File: src/rtl/bka16_rr_sched.sv
`default_nettype none
// ============================================================================
// Module   : bka16_rr_sched
// Purpose  : Round-robin scheduler that shares one registered W-bit adder
//            among NREQ requesters. It arbitrates valid/ready operand
//            requests, drives X/Y/Cin of the shared adder, tracks in-flight
//            operations through the adder latency, and returns each (W+1)-bit
//            sum tagged with the requester id through a buffered response port.
// Ports    : clk, rst (async, active-low)
//            req_valid/req_ready/req_x/req_y/req_cin : requester side
//            add_x/add_y/add_cin -> adder, add_s <- adder
//            rsp_valid/rsp_ready/rsp_id/rsp_sum      : response side
//            stat_ops/stat_stall (only with BKA_SCHED_STATS_EN defined)
// Config   : `define BKA_SCHED_STATS_EN adds the statistics counters/ports.
// Revision : 1.0  initial release
// ============================================================================
module bka16_rr_sched #(
    parameter int NREQ    = 4,
    parameter int W       = 16,
    parameter int ADD_LAT = 1,
    parameter int RSP_DEP = ADD_LAT + 2
) (
    input  logic                    clk,
    input  logic                    rst,
    input  logic [NREQ-1:0]         req_valid,
    output logic [NREQ-1:0]         req_ready,
    input  logic [NREQ*W-1:0]       req_x,
    input  logic [NREQ*W-1:0]       req_y,
    input  logic [NREQ-1:0]         req_cin,
    output logic [W-1:0]            add_x,
    output logic [W-1:0]            add_y,
    output logic                    add_cin,
    input  logic [W:0]              add_s,
    output logic                    rsp_valid,
    input  logic                    rsp_ready,
    output logic [$clog2(NREQ)-1:0] rsp_id,
    output logic [W:0]              rsp_sum
`ifdef BKA_SCHED_STATS_EN
    ,
    output logic [31:0]             stat_ops,
    output logic [31:0]             stat_stall
`endif
);

    localparam int c_IDW = $clog2(NREQ);
    localparam int c_PW  = $clog2(RSP_DEP);
    localparam int c_CW  = $clog2(RSP_DEP + 1);

    logic [c_IDW-1:0] r_ptr;
    logic [c_IDW-1:0] w_gnt_id;
    logic [c_IDW:0]   w_idx;
    logic             w_found;
    logic             w_gnt;
    logic             w_push;
    logic             w_pop;
    logic [c_CW-1:0]  r_credits;

    // In-flight tag pipe; stage ADD_LAT lines up with add_s for the tagged op.
    logic [ADD_LAT:0] r_pv;
    logic [c_IDW-1:0] r_pid [ADD_LAT+1];

    // Response FIFO
    logic [c_IDW-1:0] r_fid  [RSP_DEP];
    logic [W:0]       r_fsum [RSP_DEP];
    logic [c_PW-1:0]  r_wp;
    logic [c_PW-1:0]  r_rp;
    logic [c_CW-1:0]  r_cnt;

    // First asserted request at or after r_ptr, wrapping modulo NREQ.
    always_comb begin
        w_found  = 1'b0;
        w_gnt_id = '0;
        w_idx    = '0;
        for (int k = 0; k < NREQ; k++) begin
            w_idx = {1'b0, r_ptr} + (c_IDW+1)'(k);
            if (w_idx >= (c_IDW+1)'(NREQ)) begin
                w_idx = w_idx - (c_IDW+1)'(NREQ);
            end
            if (!w_found && req_valid[w_idx[c_IDW-1:0]]) begin
                w_found  = 1'b1;
                w_gnt_id = w_idx[c_IDW-1:0];
            end
        end
    end

    // Qualifying with rst keeps req_ready low while reset is held, even though
    // the credit counter already holds its reset value.
    assign w_gnt = rst & w_found & (r_credits != '0);

    always_comb begin
        req_ready = '0;
        if (w_gnt) begin
            req_ready[w_gnt_id] = 1'b1;
        end
    end

    assign w_push    = r_pv[ADD_LAT];
    assign rsp_valid = (r_cnt != '0);
    assign rsp_id    = r_fid[r_rp];
    assign rsp_sum   = r_fsum[r_rp];
    assign w_pop     = rsp_valid & rsp_ready;

    // Issue: operands, round-robin pointer, tag pipe, credits
    always_ff @(posedge clk or negedge rst) begin
        if (!rst) begin
            add_x     <= '0;
            add_y     <= '0;
            add_cin   <= 1'b0;
            r_ptr     <= '0;
            r_pv      <= '0;
            r_credits <= c_CW'(RSP_DEP);
            for (int s = 0; s <= ADD_LAT; s++) begin
                r_pid[s] <= '0;
            end
        end else begin
            if (w_gnt) begin
                add_x   <= req_x[w_gnt_id*W +: W];
                add_y   <= req_y[w_gnt_id*W +: W];
                add_cin <= req_cin[w_gnt_id];
                if (w_gnt_id == c_IDW'(NREQ - 1)) begin
                    r_ptr <= '0;
                end else begin
                    r_ptr <= w_gnt_id + 1'b1;
                end
            end
            r_pv[0]  <= w_gnt;
            r_pid[0] <= w_gnt_id;
            for (int s = 1; s <= ADD_LAT; s++) begin
                r_pv[s]  <= r_pv[s-1];
                r_pid[s] <= r_pid[s-1];
            end
            // A credit covers a slot from grant until the response is popped,
            // so the FIFO can always absorb whatever leaves the adder.
            case ({w_gnt, w_pop})
                2'b10:   r_credits <= r_credits - 1'b1;
                2'b01:   r_credits <= r_credits + 1'b1;
                default: r_credits <= r_credits;
            endcase
        end
    end

    // Response FIFO
    always_ff @(posedge clk or negedge rst) begin
        if (!rst) begin
            r_wp  <= '0;
            r_rp  <= '0;
            r_cnt <= '0;
            for (int i = 0; i < RSP_DEP; i++) begin
                r_fid[i]  <= '0;
                r_fsum[i] <= '0;
            end
        end else begin
            if (w_push) begin
                r_fid[r_wp]  <= r_pid[ADD_LAT];
                r_fsum[r_wp] <= add_s;
                r_wp         <= (r_wp == c_PW'(RSP_DEP - 1)) ? '0 : r_wp + 1'b1;
            end
            if (w_pop) begin
                r_rp <= (r_rp == c_PW'(RSP_DEP - 1)) ? '0 : r_rp + 1'b1;
            end
            case ({w_push, w_pop})
                2'b10:   r_cnt <= r_cnt + 1'b1;
                2'b01:   r_cnt <= r_cnt - 1'b1;
                default: r_cnt <= r_cnt;
            endcase
        end
    end

`ifdef BKA_SCHED_STATS_EN
    always_ff @(posedge clk or negedge rst) begin
        if (!rst) begin
            stat_ops   <= '0;
            stat_stall <= '0;
        end else begin
            if (w_pop) begin
                stat_ops <= stat_ops + 32'd1;
            end
            if ((|req_valid) && !w_gnt) begin
                stat_stall <= stat_stall + 32'd1;
            end
        end
    end
`endif

endmodule
`default_nettype wire

File: config.mk
export PLATFORM = sky130hd
export DESIGN_NAME = bka16_rr_sched
export DESIGN_NICKNAME = d
export VERILOG_FILES = /design/src/rtl/bka16_rr_sched.sv
export SDC_FILE = /design/constraint.sdc
export NUM_CORES = 1
export LEC_CHECK = 0
export CAP_MARGIN = 20
export CORE_ASPECT_RATIO = 0.5
export CORE_MARGIN = 1.5
export CORE_UTILIZATION = 48
export DETAILED_ROUTE_END_ITERATION = 12
export PLACE_DENSITY = 0.89
export SKIP_LAST_GASP = 1
export SYNTH_ARGS = -nofsm -noshare
export SYNTH_HDL_FRONTEND = slang
export SYNTH_SLANG_ARGS = --single-unit
export TNS_END_PERCENT = 100
File: constraint.sdc
create_clock -name clk -period 5.5 [get_ports clk]
set_clock_uncertainty 0.05 [all_clocks]
set_input_delay 0.825 -clock clk [delete_from_list [all_inputs] [get_ports clk]]
set_output_delay 0.825 -clock clk [all_outputs]
set_load 0.05 [all_outputs]
# == Word level (Yosys, flattened, before mapping) ==
# Index checks and enable logic that the tools add are counted.
# totals
regBits,106
inputBits,156
output_inout_bits,57
word_cells,112
# classes
addsub,14
magnitude_cmp,13
eq_ne,7
shift,2
mux,42
n_bitwise,5
n_reduce_logical,12
# op_table
cell,count
$shiftx 64x7->16,2
$bwmux 51,1
$mux 17,3
$bmux 17 s2,1
$demux 17 s2,1
$mux 2,14
$ge 3x3->1 const B,5
$lt 2x3->1 const B,5
$sub 2x1->2 const B,6
$add 2x1->2 const B,5
$bmux 1 s2,5
$eq 2x2->1 const B,5
$mux 1,10
$pmux 2 s2,2
$reduce_bool 2->1,4
$add 2x2->3 const B,2
$bwmux 6,1
$not 2->3,2
$logic_and 1x1->1,5
$bmux 2 s2,1
$demux 2 s2,1
$eq 2x1->1 const B,2
$mux 4,1
$add 2x1->3 const B,1
other kinds (6),10

# == Logic depth before layout (Yosys ltp) ==
# logic_depth
word_depth,19
mapped_depth,9
depth_no_buf,7

# == Worst setup path before layout ==
# OpenSTA, ideal clock, no wires.
# synth_timing
kind,input -> output
startpoint,in req_valid[0]
endpoint,out req_ready[2]
arrival_ps,2310
required_ps,4625
path_slack_ps,2315
stages,7
path_buffers,2
cell_sequence,or3b_2 o221a_2 inv_2 buf_4 buf_6 ha_1 and2_1
# synth_via
elab_chain_cells,17
word_cells_on_any_way,30
cone_classes,order compare (2); mux (19); bitwise (2); reduce/logical (7)
# synth_lines
item,line_no,source
from (decl),25,"input logic [NREQ-1:0] req_valid,"
$bmux 1 s2,79,if (!w_found && req_valid[w_idx[c_IDW-1:0]]) begin
$mux 1 (not written as such),79,
$mux 1,79,
$logic_not 1->1,79,
$logic_and 1x1->1,79,
$mux 1,79,
$logic_not 1->1,79,
$logic_and 1x1->1,79,
$mux 1,79,
$logic_not 1->1,79,
$logic_and 1x1->1,79,
$mux 2,79,
$lt 2x3->1 (not written as such) or $ge 2x1->1 (tied branches),93,req_ready[w_gnt_id] = 1'b1;
$logic_and 1x1->1 (not written as such),93,
$mux 1 (not written as such),93,
$demux 1 s2,93,
$mux 4 (*),92,if (w_gnt) begin
to (decl),26,"output logic [NREQ-1:0] req_ready,"
# Every way passes the cells marked *; elsewhere a longest branch is shown, timed or not. The select of a mux whose other input is x is not followed.

# == Final worst setup path ==
# layout_timing
startpoint,reg r_rp[1]
endpoint,out rsp_sum[14]
# layout_via
elab_chain_cells,4
# layout_lines
item,line_no,source
from (decl),66,logic [c_PW-1:0] r_rp;
from (signal assigned),159,r_rp <= (r_rp == c_PW'(RSP_DEP - 1)) ? '0 : r_rp + 1'b1;
$not 2->3 (not written as such),100,assign rsp_sum = r_fsum[r_rp];
$bmux 17 s2,100,
$mux 17 (not written as such) (2 in a row),100,
to (decl),37,output logic [W:0] rsp_sum
# Every way passes these cells. The select of a mux whose other input is x is not followed.

==> run metrics <==
slowest stage delay, CP=between 800 and 900 ps; Max Freq=242 MHz; initial antenna violation count=0; max_cap viols=0; synthesized area=roughly 5400 um2; post-route cell area=7880 um2; FF-to-FF Start=r_ptr[1]; htree depth=3; placed cell areas=around 7600 um2; cell internal pwr=2.54 mW; post-CTS setup buffers=0; GRT overflow=0; Crit Path Max Fanout=23; Net Sw Frac=0.461; syn avg cell area=9.82 um2; first-pass GRT wire length=~24000 um; number of global-route vias before repair=4868; unrepaired setup endpoints after global routing=false; CP endpoint kind=primary output; cts hold-fix bufs=0; launch point of the worst path=r_rp[1]; Cell Chain, Critical Path=nor2b_1, buf_4, nand2_1, o21ai_0, clkdlybuf4s50_1; Crit Path Category=register to primary output; Port Buffers=~210; Die Height=78.2 um; P_sw=between 2 and 2.5 mW; Max IR drop VDD=approximately 0.29 mV; filler cell count=between 800 and 900; relative slew slack=0.322; crit path time final=4140 ps; Final setup violation count=0; HP Class=register to register; Area contributors post-synth=dfrtp_1 (48%), mux2_2 (12%), nand2_1 (11%); HP Start=r_pid[3]; startpoint types=register; n_diodes=0; GPL Wtd Cong=just under 0.9; critical path's top delay family=buffers and inverters; sequential group share of total power=0.299; Worst Path Required=about 4600 ps; FFs w/ async S/R, synth=1.00; Die Area=about 12000 um2; core area=11000 um2; crit path buf inv count=2; Yosys cell types=38; final wirelength=roughly 15000 um; fin. max-slew vios=0; clock sink total=106; Least-Margin Pin Slew=1010 ps; CP arrival=between 3000 and 4000 ps; PD cells=~600 nW/um2; Iter 0 DRT Violations=around 250; Clock Path Buffers=2; TritonCTS clock tree=yes; Initial Util=0.493; Mapped Cells=between 500 and 600; CP max-delay cell=clkdlybuf4s50_1; run status=completed; routed len/inst=between 15 and 20 um; Clock power frac=0.131; Final period util=0.753; Leakage=approximately 3.5 nW; Residual DRC=0; 1st-pass router iterations=6; Final ANT Viol Nets=0; GRT Total Usage=0.256; Reg clk slew, reported paths=80 ps; Main synth FF type=dfrtp_1; Ports=about 210; routed vias=4850; number of flops mapped to enable cells by yosys=0; row cnt=27; Inserted Clock Buffers=9; synth-to-layout area growth=45.2%; final hold viol count=0; share of layout cells above drive strength 1=0.128; pin count of the biggest net entering global routing=63; Setup TNS Final=0 ps; sequential area share after synthesis=0.489; PostCTS Resize Cnt=0; post-synthesis register bit count=about 110; yosys warns=0; Synth area leader=dfrtp_1; clk_lat worst skew=around 340 ps; worst hold slack=316 ps; vias per inst=~5.4; Nets=908; Chip Width=~150 um; Logic pwr share=0.570; share of the synthesized area in the top cell type=0.479; post-synth net total=715; root buf cell=clkbuf_16; post-DP HPWL=approximately 11000 um
-- synthesized netlist by cell type, types with 2 or more instances --
cell / n
dfrtp_1: 104
nand2_1: 159
mux2_2: 58
o21ai_0: 21
buf_6: 8
xor2_1: 3
dfstp_2: 2
a211o_1: 33
inv_1: 6
nor2b_1: 2
mux2i_1: 19
and2_1: 4
nor3_1: 2
clkbuf_1: 17
a21o_1: 2
buf_2: 12
or3_1: 2
nor2_1: 5
xnor2_1: 3
a21oi_1: 68
ha_1: 6
-- registers in the layout (all words and copies together), names as in the netlist --
| register | count |
|---|---|
| r_fsum | 51 |
| add_x | 16 |
| add_y | 16 |
| r_fid | 6 |
| r_pid | 4 |
| r_cnt | 2 |
| r_credits | 2 |
| r_ptr | 2 |
| r_pv | 2 |
| r_rp | 2 |
| r_wp | 2 |
| add_cin | 1 |
-- layout by cell type (no fill, tap or decap), drive strengths merged, types with 2 or more instances in the layout --
master | synthesis | final
dfrtp | 104 | 104
a21oi | 68 | 68
mux2i | 19 | 19
a211o | 33 | 33
or3 | 2 | 2
o21ai | 22 | 22
nand2 | 159 | 159
clkbuf | 17 | 10
nor2 | 5 | 5
nor3 | 2 | 2
nor2b | 2 | 2
ha | 6 | 6
clkdlybuf4s50 | 0 | 209
dfstp | 2 | 2
xnor2 | 3 | 3
a21o | 2 | 2
and2 | 4 | 4
buf | 22 | 12
inv | 8 | 13
mux2 | 58 | 58
xor2 | 3 | 3
-- power groups by stage --
stage | Combinational (mW) | Clock, mW | Sequential, mW
2_1_floorplan | 1.52 | 0 | 1.72
3_3_place_gp | 2.63 | 0 | 1.38
3_5_place_dp | 2.68 | 0 | 1.42
4_1_cts | 2.69 | 0.633 | 1.41
5_1_grt | 2.85 | 0.668 | 1.46
6_report | 2.69 | 0.620 | 1.41
-- area by class of cell --
class                   count  area, um2  area share
clock buffers              10        229      0.0290
inverters                   8       32.5     0.00413
well taps                 145        181      0.0230
flip-flops and latches    106       2660       0.337
multi-input cells         400       2530       0.321
clock inverters             6       53.8     0.00682
repair buffers            221       2200       0.279
-- worst paths after layout --
kind | endpoint | slack, ps | cells past startpoint
max | rsp_sum[14] | 1360 | 5
max reg2reg | add_x[11] | 2840 | 7
min reg2reg | r_pid[1] | 320 | 0
min | r_pid[1] | 320 | 0
max in group asynchronous | r_fsum[21] | 3600 | 3
min in group asynchronous | r_fsum[31] | 580 | 2
-- stage by stage --
stage	util	cells	power, mW	worst slack (ps)
detailed placement	0.688	879	4.10	1160
global route	0.716	896	4.97	1160
finish	0.716	896	4.72	1360
global placement	0.688	879	4.01	1200
CTS	0.713	895	4.74	1160
floorplan	-	553	3.24	2320
-- per-layer routing --
metal  GRT usage  part of all wire  wire length, um
met4      0.0757             0.016              236
met3      0.0591             0.059              892
met2       0.464              0.52             7920
met5           0                 0                0
met1       0.307              0.40             6070
-- kinds of logic (layout without fill, tap and decap cells) --
| family | after synthesis | count (layout) | synth area share |
|---|---|---|---|
| compound gates | 132 | 132 | 0.154 |
| xor+xnor | 6 | 6 | 0.00968 |
| mux | 77 | 77 | 0.155 |
| simple gates | 179 | 179 | 0.131 |
| buf+inv | 47 | 245 | 0.0475 |
| fa+ha+maj | 6 | 6 | 0.0138 |
| flops | 106 | 106 | 0.489 |
Power figures use the tool's default switching activity.
